--- src/rtl/reaction_pkg.sv ---
// Shared types and helpers for the reaction timer.
// State codes, LED patterns, LFSR seed and step.
package reaction_pkg;

  typedef enum logic [2:0] {
    S_IDLE    = 3'd0,
    S_DELAY   = 3'd1,
    S_TIMING  = 3'd2,
    S_DISPLAY = 3'd3,
    S_FOUL    = 3'd4
  } state_e;

  localparam logic [15:0] LFSR_SEED = 16'hACE1;

  // Fibonacci, taps 16,14,13,11 (right-shift form)
  function automatic logic [15:0] lfsr_next(
    logic [15:0] s
  );
    return {s[0] ^ s[2] ^ s[3] ^ s[5], s[15:1]};
  endfunction

  function automatic logic led_bit(
    state_e s,
    int     i,
    int     w
  );
    logic b;
    b = 1'b0;
    case (s)
      S_DELAY:   b = (i == w - 1);
      S_TIMING:  b = 1'b1;
      S_DISPLAY: b = ((w - 1 - i) % 2 == 0);
      S_FOUL:    b = (i >= w - w / 2);
      default:   b = 1'b0;
    endcase
    return b;
  endfunction

endpackage

--- src/rtl/reaction_timer_core_if.sv ---
// Button pulses in, status/display out.
// master = button side, slave = timer core.
interface reaction_timer_core_if #(
  parameter int N_DIGITS = 2,
  parameter int LED_W    = 10
);
  logic                  start;
  logic                  react;
  logic                  clear_best;
  logic [LED_W-1:0]      led;
  logic [4*N_DIGITS-1:0] bcd;
  logic [7*N_DIGITS-1:0] hex;
  logic [4*N_DIGITS-1:0] best_bcd;
  logic                  best_valid;
  logic                  false_start;
  logic                  overflow;
  logic [2:0]            state_o;

  modport master (
    output start, react, clear_best,
    input  led, bcd, hex, best_bcd,
    input  best_valid, false_start,
    input  overflow, state_o
  );

  modport slave (
    input  start, react, clear_best,
    output led, bcd, hex, best_bcd,
    output best_valid, false_start,
    output overflow, state_o
  );
endinterface

--- src/rtl/bcd_counter.sv ---
// Saturating N-digit BCD counter.
// clr > fill8 > inc; at_max when all digits are 9.
module bcd_counter #(
  parameter int N_DIGITS = 2
) (
  input  logic                  Clock,
  input  logic                  Resetn,
  input  logic                  clr,
  input  logic                  fill8,
  input  logic                  inc,
  output logic [4*N_DIGITS-1:0] bcd,
  output logic                  at_max
);
  localparam int BW = 4 * N_DIGITS;

  logic [BW-1:0] bcd_q, bcd_d;
  logic          carry;

  assign at_max = (bcd_q == {N_DIGITS{4'd9}});
  assign bcd    = bcd_q;

  always_comb begin
    bcd_d = bcd_q;
    carry = 1'b0;
    if (clr) begin
      bcd_d = '0;
    end else if (fill8) begin
      bcd_d = {N_DIGITS{4'd8}};
    end else if (inc && !at_max) begin
      carry = 1'b1;
      for (int i = 0; i < N_DIGITS; i++) begin
        if (carry) begin
          if (bcd_q[4*i +: 4] == 4'd9) begin
            bcd_d[4*i +: 4] = 4'd0;
          end else begin
            bcd_d[4*i +: 4] = bcd_q[4*i +: 4] + 4'd1;
            carry = 1'b0;
          end
        end
      end
    end
  end

  always_ff @(posedge Clock) begin
    if (!Resetn) bcd_q <= '0;
    else         bcd_q <= bcd_d;
  end
endmodule

--- src/rtl/seg7.sv ---
// BCD digit to active-high {g,f,e,d,c,b,a}.
// Non-decimal codes blank the digit.
module seg7 (
  input  logic [3:0] d,
  output logic [6:0] seg
);
  always_comb begin
    seg = 7'h00;
    unique case (d)
      4'd0:    seg = 7'h3F;
      4'd1:    seg = 7'h06;
      4'd2:    seg = 7'h5B;
      4'd3:    seg = 7'h4F;
      4'd4:    seg = 7'h66;
      4'd5:    seg = 7'h6D;
      4'd6:    seg = 7'h7D;
      4'd7:    seg = 7'h07;
      4'd8:    seg = 7'h7F;
      4'd9:    seg = 7'h6F;
      default: seg = 7'h00;
    endcase
  end
endmodule

--- src/rtl/reaction_timer_core.sv ---
// Reaction-time tester: round FSM, LFSR delay, tick, BCD timer.
// Ports: Clock, Resetn, io (start/react/clear_best in; led/bcd/hex/best/status out).
module reaction_timer_core #(
  parameter int N_DIGITS   = 2,
  parameter int LED_W      = 10,
  parameter int TICK_DIV   = 500000,
  parameter int MIN_DELAY  = 100,
  parameter int DELAY_BITS = 9
) (
  input logic            Clock,
  input logic            Resetn,
  reaction_timer_core_if.slave io
);
  import reaction_pkg::*;

  localparam int BW = 4 * N_DIGITS;
  localparam int PW = $clog2(TICK_DIV);
  localparam int DW = $clog2(MIN_DELAY + 2**DELAY_BITS) + 1;

  state_e           state_q, state_d;
  logic [PW-1:0]    pre_q, pre_d;
  logic [15:0]      lfsr_q, lfsr_d;
  logic [DW-1:0]    dcnt_q, dcnt_d;
  logic [DW-1:0]    tgt_q, tgt_d;
  logic [BW-1:0]    best_q, best_d;
  logic             bv_q, bv_d;
  logic             fs_q, fs_d;
  logic             ov_q, ov_d;
  logic [LED_W-1:0] led_q, led_d;

  logic          tick;
  logic [DW-1:0] new_tgt;
  logic          cnt_clr, cnt_fill, cnt_inc, cnt_max;
  logic [BW-1:0] cnt_bcd;

  assign tick    = (pre_q == PW'(TICK_DIV - 1));
  assign new_tgt = DW'(MIN_DELAY) + DW'(lfsr_q[DELAY_BITS-1:0]);

  always_comb begin
    state_d  = state_q;
    tgt_d    = tgt_q;
    dcnt_d   = dcnt_q;
    best_d   = best_q;
    bv_d     = bv_q;
    fs_d     = fs_q;
    ov_d     = ov_q;
    cnt_clr  = 1'b0;
    cnt_fill = 1'b0;
    cnt_inc  = 1'b0;
    lfsr_d   = lfsr_next(lfsr_q);
    pre_d    = tick ? '0 : pre_q + 1'b1;
    case (state_q)
      S_IDLE, S_DISPLAY: begin
        if (io.start) begin
          state_d = S_DELAY;
          tgt_d   = new_tgt;
          dcnt_d  = '0;
        end
      end
      S_DELAY: begin
        if (tick) dcnt_d = dcnt_q + 1'b1;
        // a react on the expiry tick is still a false start
        if (io.react) begin
          state_d  = S_FOUL;
          fs_d     = 1'b1;
          cnt_fill = 1'b1;
        end else if (tick && (dcnt_q + 1'b1) == tgt_q) begin
          state_d = S_TIMING;
          cnt_clr = 1'b1;
          ov_d    = 1'b0;
        end
      end
      S_TIMING: begin
        if (io.react) begin
          state_d = S_DISPLAY;
          if (!ov_q && (!bv_q || cnt_bcd < best_q)) begin
            best_d = cnt_bcd;
            bv_d   = 1'b1;
          end
        end else if (tick) begin
          cnt_inc = 1'b1;
          if (cnt_max) ov_d = 1'b1;
        end
      end
      S_FOUL: begin
        if (io.start) begin
          state_d = S_IDLE;
          cnt_clr = 1'b1;
          fs_d    = 1'b0;
        end
      end
      default: state_d = S_IDLE;
    endcase
    if (io.clear_best) begin
      best_d = {N_DIGITS{4'd9}};
      bv_d   = 1'b0;
    end
    if (state_d != state_q &&
        (state_d == S_DELAY || state_d == S_TIMING)) begin
      pre_d = '0;
    end
    for (int i = 0; i < LED_W; i++) begin
      led_d[i] = led_bit(state_d, i, LED_W);
    end
  end

  always_ff @(posedge Clock) begin
    if (!Resetn) begin
      state_q <= S_IDLE;
      pre_q   <= '0;
      lfsr_q  <= LFSR_SEED;
      dcnt_q  <= '0;
      tgt_q   <= '0;
      best_q  <= {N_DIGITS{4'd9}};
      bv_q    <= 1'b0;
      fs_q    <= 1'b0;
      ov_q    <= 1'b0;
      led_q   <= '0;
    end else begin
      state_q <= state_d;
      pre_q   <= pre_d;
      lfsr_q  <= lfsr_d;
      dcnt_q  <= dcnt_d;
      tgt_q   <= tgt_d;
      best_q  <= best_d;
      bv_q    <= bv_d;
      fs_q    <= fs_d;
      ov_q    <= ov_d;
      led_q   <= led_d;
    end
  end

  bcd_counter #(.N_DIGITS(N_DIGITS)) u_cnt (
    .Clock  (Clock),
    .Resetn (Resetn),
    .clr    (cnt_clr),
    .fill8  (cnt_fill),
    .inc    (cnt_inc),
    .bcd    (cnt_bcd),
    .at_max (cnt_max)
  );

  for (genvar g = 0; g < N_DIGITS; g++) begin : g_seg
    seg7 u_seg (
      .d   (cnt_bcd[4*g +: 4]),
      .seg (io.hex[7*g +: 7])
    );
  end

  assign io.led         = led_q;
  assign io.bcd         = cnt_bcd;
  assign io.best_bcd    = best_q;
  assign io.best_valid  = bv_q;
  assign io.false_start = fs_q;
  assign io.overflow    = ov_q;
  assign io.state_o     = state_q;
endmodule

--- src/flat_wrapper.sv ---
// flat-port wrapper written by rule: the top's interface ports become plain ports
module reaction_timer_core_flat import reaction_pkg::*;
#(
  parameter int N_DIGITS   = 2,
  parameter int LED_W      = 10,
  parameter int TICK_DIV   = 500000,
  parameter int MIN_DELAY  = 100,
  parameter int DELAY_BITS = 9
)
  (Clock, Resetn, io_start, io_react, io_clear_best, io_led, io_bcd, io_hex, io_best_bcd, io_best_valid, io_false_start, io_overflow, io_state_o);
  reaction_timer_core_if #(.N_DIGITS(N_DIGITS), .LED_W(LED_W)) io_i ();
  input logic Clock;
  input logic Resetn;
  input wire logic [$bits(io_i.start)-1:0] io_start;
  input wire logic [$bits(io_i.react)-1:0] io_react;
  input wire logic [$bits(io_i.clear_best)-1:0] io_clear_best;
  output wire logic [$bits(io_i.led)-1:0] io_led;
  output wire logic [$bits(io_i.bcd)-1:0] io_bcd;
  output wire logic [$bits(io_i.hex)-1:0] io_hex;
  output wire logic [$bits(io_i.best_bcd)-1:0] io_best_bcd;
  output wire logic [$bits(io_i.best_valid)-1:0] io_best_valid;
  output wire logic [$bits(io_i.false_start)-1:0] io_false_start;
  output wire logic [$bits(io_i.overflow)-1:0] io_overflow;
  output wire logic [$bits(io_i.state_o)-1:0] io_state_o;
  assign io_i.start = io_start;
  assign io_i.react = io_react;
  assign io_i.clear_best = io_clear_best;
  assign io_led = io_i.led;
  assign io_bcd = io_i.bcd;
  assign io_hex = io_i.hex;
  assign io_best_bcd = io_i.best_bcd;
  assign io_best_valid = io_i.best_valid;
  assign io_false_start = io_i.false_start;
  assign io_overflow = io_i.overflow;
  assign io_state_o = io_i.state_o;
  reaction_timer_core #(.N_DIGITS(N_DIGITS), .LED_W(LED_W), .TICK_DIV(TICK_DIV), .MIN_DELAY(MIN_DELAY), .DELAY_BITS(DELAY_BITS)) u_core (.Clock(Clock), .Resetn(Resetn), .io(io_i));
endmodule
--- config.mk ---
export PLATFORM = sky130hd
export DESIGN_NAME = reaction_timer_core_flat
export DESIGN_NICKNAME = d
export VERILOG_FILES = /design/src/rtl/reaction_pkg.sv /design/src/rtl/reaction_timer_core_if.sv /design/src/rtl/bcd_counter.sv /design/src/rtl/seg7.sv /design/src/rtl/reaction_timer_core.sv /design/src/flat_wrapper.sv
export SDC_FILE = /design/constraint.sdc
export NUM_CORES = 1
export LEC_CHECK = 0
export CAP_MARGIN = 20
export CORE_AREA = 2 2 101 103
export CTS_CLUSTER_SIZE = 14
export DETAILED_ROUTE_END_ITERATION = 10
export DIE_AREA = 0 0 103 105
export GPL_ROUTABILITY_DRIVEN = 0
export PLACE_DENSITY = 0.67
export SLEW_MARGIN = 10
export SYNTH_ARGS = -nofsm -noshare
export SYNTH_HDL_FRONTEND = slang
export SYNTH_SLANG_ARGS = --single-unit
--- constraint.sdc ---
create_clock -name Clock -period 6.8 [get_ports Clock]
set_clock_uncertainty 0.15 [all_clocks]
set_input_delay 1.36 -clock Clock [delete_from_list [all_inputs] [get_ports Clock]]
set_output_delay 1.36 -clock Clock [all_outputs]
set_load 0.005 [all_outputs]
; Word level (Yosys, flattened, before mapping)
; Memories as Yosys holds them, arrays and structs flattened.
; Cells that the tools add are included.
[op_classes]
n_eq_ne = 23
order_cmp = 1
n_addsub = 5
bitwise = 4
reduce_logical = 31
muxes = 41
[ops]
columns = operator, n
row1 = 2-to-1 mux 1 bit, 24
row2 = 2-to-1 mux 11 bit, 2
row3 = case mux 11 bit (2 select lines), 1
row4 = "adder 19 x 1 -> 19 bit, second input constant", 1
row5 = "equality test 19 bit, second input constant", 1
row6 = 2-to-1 mux 8 bit, 2
row7 = 2-to-1 mux 3 bit, 5
row8 = "equality test 3 x 2 -> 1 bit, second input constant", 4
row9 = 2-to-1 mux 4 bit, 3
row10 = "inequality test 2 bit, second input constant", 6
row11 = case mux 3 bit (4 select lines), 1
row12 = "adder 11 x 1 -> 11 bit, second input constant", 1
row13 = equality test 11 bit, 1
row14 = "adder 7 x 9 -> 10 bit, first input constant", 1
row15 = nonzero test 2 bit, 5
row16 = OR reduction 2 bit, 5
row17 = AND reduction 3 bit, 3
row18 = OR reduction 3 bit, 3
row19 = "adder 4 x 1 -> 4 bit, second input constant", 2
row20 = "equality test 4 bit, second input constant", 2
row21 = "equality test 8 bit, second input constant", 1
row22 = < comparator 8 bit, 1
row23 = "equality test 3 x 1 -> 1 bit, second input constant", 2
row24 = "equality test 3 bit, second input constant", 2
row25 = 12 further kinds, 26
[word_totals]
out_inout_bits = 46
wordCells = 121
register_bits = 89
mem_count = 2
romBits = 224
[mem_list]
columns = name, depth, width, read_ports, rd_clocked_by_memory_dff, write_ports, line_no
row1 = (no name shown), 16, 7, 1, 0, 0, seg7.sv:9  ; unique case (d)
row2 = (no name shown), 16, 7, 1, 0, 0, seg7.sv:9

; Logic depth before layout (Yosys ltp)
[logic_depth]
ltp_word = 11
ltp_mapped = 10
mapped_depth_nobuf = 8

; Modules after synthesis
; From an unflattened synthesis, not the netlist that was laid out.
[unflattened]
cells_unflattened = 533
area_unflattened_um2 = 4620.7
[by_module_without_submodules]
columns = module, n_inst, area_per_inst_um2, cells_each
row1 = reaction_timer_core, 1, 3787.4, 430
row2 = bcd_counter, 1, 412.9, 49
row3 = seg7 (u_core.g_seg[0].u_seg), 1, 219.0, 28
row4 = seg7 (u_core.g_seg[1].u_seg), 1, 201.4, 26

; Worst setup path before layout
; No wires, ideal clock.
[synth_path]
path_type = input to register
startpoint = input port io_react
endpoint = register u_core.best_q[0] (netlist: u_core.io.best_bcd[0])
path_slack_ns = 3.874
n_path_buf = 2
arrival_ns = 2.653
stages = 7
path_cell_list = clkbuf_1 -> nor4b_1 -> nand2_1 -> a31oi_1 -> buf_2 -> mux2i_1 -> nand2_1
[synth_between]
elab_chain_cells = 1
[synth_lines]
columns = item, line_no
row1 = from (decl), flat_wrapper.sv:15  ; input wire logic [$bits(io_i.react)-1:0] io_react;
row2 = AND reduction 3 bit (no source line), n/a
row3 = to (signal assigned), reaction_timer_core.sv:114  ; best_q <= {N_DIGITS{4'd9}};
row4 = to (signal assigned), reaction_timer_core.sv:125  ; best_q <= best_d;
row5 = to (decl), reaction_timer_core.sv:25  ; logic [BW-1:0] best_q, best_d;
; Every way passes these cells.
; A chain may end at the register's enable or synchronous reset.

==> flow_summary_export.csv <==
group,metric,value,unit
yosys,mappedNetlistNets,558,
sta,max_slew.worst_pin.slew,1120,ps
clock_network,hold_buffers,0,
sta,fin_crit_sh,63.1,%
die,fp.dieH,105,um
finish,final_nets,587,
finish,drive_above_1_share,5.68,%
critical_path,cp-end-kind,"flip-flop",
pwr,power_leakage,1.88,nW
yosys,synthCells,529,
detailed_routing,avgViaCountPerCell,5.22,
sta,setup_viol,0,
detailed_routing,first_pass_iters,4,
sta,slew_viol_final,0,
critical_path,cp_num_buf_inv,2,
critical_path,path_class,"in2reg",
placed_design,dp.cells,680,
detailed_routing,drc,0,
critical_path,path_cells,"clkdlybuf4s50_1 > clkinv_1 > or4_4 > a22o_1 > a21oi_2 > or2_1",
placed_design,io_buffers,50,
detailed_routing,wl,9.50,mm
clock_network,cts_setup_buffers,0,
critical_path,max_stage_delay,980,ps
critical_path,critPathMaxFanout,26,
critical_path,critical-path-top-delay-family,"buffers and inverters",
global_routing,grt_first_pass_wirelength,15.7,mm
die,std_cell_rows,36,
detailed_routing,dr_total_vias,3635,
finish,fin_util,52.8,%
sta,min_period,4290,ps
clock_network,numCtsBuffers,9,
placed_design,dpl.hpwl,6.82,mm
yosys,netlist_area,0.00440,mm^2
detailed_routing,ant_nets,0,
global_routing,antenna_found_initial,0,
run,maxCapViolations,0,
clock_network,cts.path.max_buffers,2,
critical_path,startpoint_type,"input pin",
finish,diodes,0,
sta,maxSlewHeadroom,25.1,%
die,io_pins,51,
yosys,synthDistinctLibCells,60,
sta,fin_tns_setup,0,ps
yosys,seq_area_frac_synth,37.8,%
finish,fillers,948,
pwr,powerDensity,186,mW/mm^2
clock_network,cts_tree,"built",
die,coreArea,0.00964,mm^2
die,die_x,103,um
yosys,synth-edff-count,0,
clock_network,clock_latency,370,ps
yosys,ys_warn_count,0,
global_routing,grt_pass1_vias,3277,
global_routing,overflow,0,
sta,rsz0062_at_grt,"no",
yosys,synth_most_common_cell,"dfxtp_1",
yosys,synth_top_area_share,37.8,%
critical_path,cp.required,6970,ps
clock_network,clk_pin_slew,100,ps
clock_network,cts_root_buf,"clkbuf_8",
sta,fmax,0.233,GHz
clock_network,cts_resized,0,
pwr,vdd_ir_drop_max,0.120,mV
yosys,synth_common_cells,"dfxtp_1, nor2_1, nand2_1, a21oi_1, inv_1",
clock_network,cts.sinks,83,
yosys,synth_area_leaders,"dfxtp_1, ha_1, nor2_1",
global_routing,grt_max_degree,27,
yosys,synth_area_per_cell,8.31,um^2
clock_network,htree_levels,3,
critical_path,crit_path_top_delay_cell,"clkdlybuf4s50_1",
run_status,status,"completed",
finish,area_growth,15.8,%
detailed_routing,wire_per_inst,13.6,um
min_path,hold_class,"reg2reg",
critical_path,cp.arrival,4460,ps
detailed_routing,drt_iter0_drc,112,
yosys,async_flop_share,0,%
sta,worst_hold_slack,273,ps
yosys,ys.flop_type,"dfxtp_1",
yosys,synth.ff_latch_count,83,
yosys,yosysTopAreaCell,"dfxtp_1",
die,dieArea,0.0108,mm^2
finish,fin_cells,696,
die,initial_core_util,45.6,%
sta,hold_viol,0,
global_routing,grtUsageTotal,18.0,%
## power by group
part	leakage, nW	total, mW	internal [mW]	switching, mW
logic	1.10	0.0806	0.0380	0.0426
clock network	0.100	0.353	0.144	0.209
registers	0.676	0.515	0.501	0.0147
total	1.88	0.949	0.683	0.267
## through the flow
stage	worst slack [ps]	instance area (um^2)	total power, mW
CTS	2500	5090	0.963
global placement	2190	4900	0.605
floorplan	3870	4400	0.576
finish	2510	5090	0.949
global route	2170	5090	0.991
detailed placement	2090	4900	0.607
## worst register-to-register path: cells and delay by family, from the launching register on
kind	cells	cell delay, ps
adders and majority gates	1	270
muxes	1	130
DFF	1	460
AOI/OAI and AO/OA	2	740
and+or+nand+nor	4	1040
## cell type report
type	count	area [um^2]	share of cell area (%)
Inverter	26	97.6	1.92
Clock buffer	9	124	2.43
Tap cell	133	166	3.27
Clock inverter	7	68.8	1.35
Sequential cell	83	1660	32.6
Timing Repair Buffer	51	508	9.97
Multi-Input combinational cell	387	2470	48.4
## cell usage in the layout, fill, tap and decap left out, types with 7 or more instances in the layout
cell,Yosys,routed
or3_1,7,7
xnor2_1,18,18
clkdlybuf4s50_1,0,50
clkbuf_8,0,9
inv_1,25,25
mux2i_1,11,11
xor2_1,21,21
nor3_1,15,15
nand2b_1,16,16
nand3_1,22,22
a21oi_1,33,33
dfxtp_1,83,83
nand2_1,49,49
ha_1,24,24
nor2_1,51,51
and2_1,11,11
nand4_1,9,9
o21ai_0,23,23
## state kept, by name, indices dropped and copies added, names as in the netlist
register / cells
u_core.dcnt_q: 11
u_core.u_cnt.bcd: 8
u_core.io.best_valid: 1
u_core.tgt_q: 10
u_core.io.state_o: 3
u_core.pre_q: 19
u_core.io.best_bcd: 8
u_core.io.led: 5
u_core.io.overflow: 1
u_core.lfsr_q: 16
u_core.io.false_start: 1
## cells by family after synthesis
kind of cell	synth area share, %
xor+xnor	7.77
simple gates	24.3
fa+ha+maj	6.83
flops	37.8
mux	2.50
buf+inv	6.12
compound gates	14.7
## path summary, 6_finish.rpt
kind | start | end | slack, ps | depth (start not counted)
max | Resetn | u_core.io.led[8]$_SDFF_PN0_ | 2510 | 6
min | u_core.lfsr_q[12]$_SDFF_PN0_ | u_core.lfsr_q[11]$_SDFF_PN1_ | 270 | 1
max reg2reg | u_core.dcnt_q[0]$_SDFFE_PN0P_ | u_core.pre_q[4]$_SDFF_PP0_ | 3890 | 8
min reg2reg | u_core.lfsr_q[12]$_SDFF_PN0_ | u_core.lfsr_q[11]$_SDFF_PN1_ | 270 | 1
## metal layers
layer	wire (um)	vias to the layer above	global-route usage, %	share of wire, %
met5	0	-	0	0
met4	138	0	6.58	1.5
met3	422	10	2.88	4.4
met2	4180	72	27.5	44
met1	4750	1681	25.5	50
li1	-	1872	-	-
No activity file was read; power rests on OpenSTA's default activity.
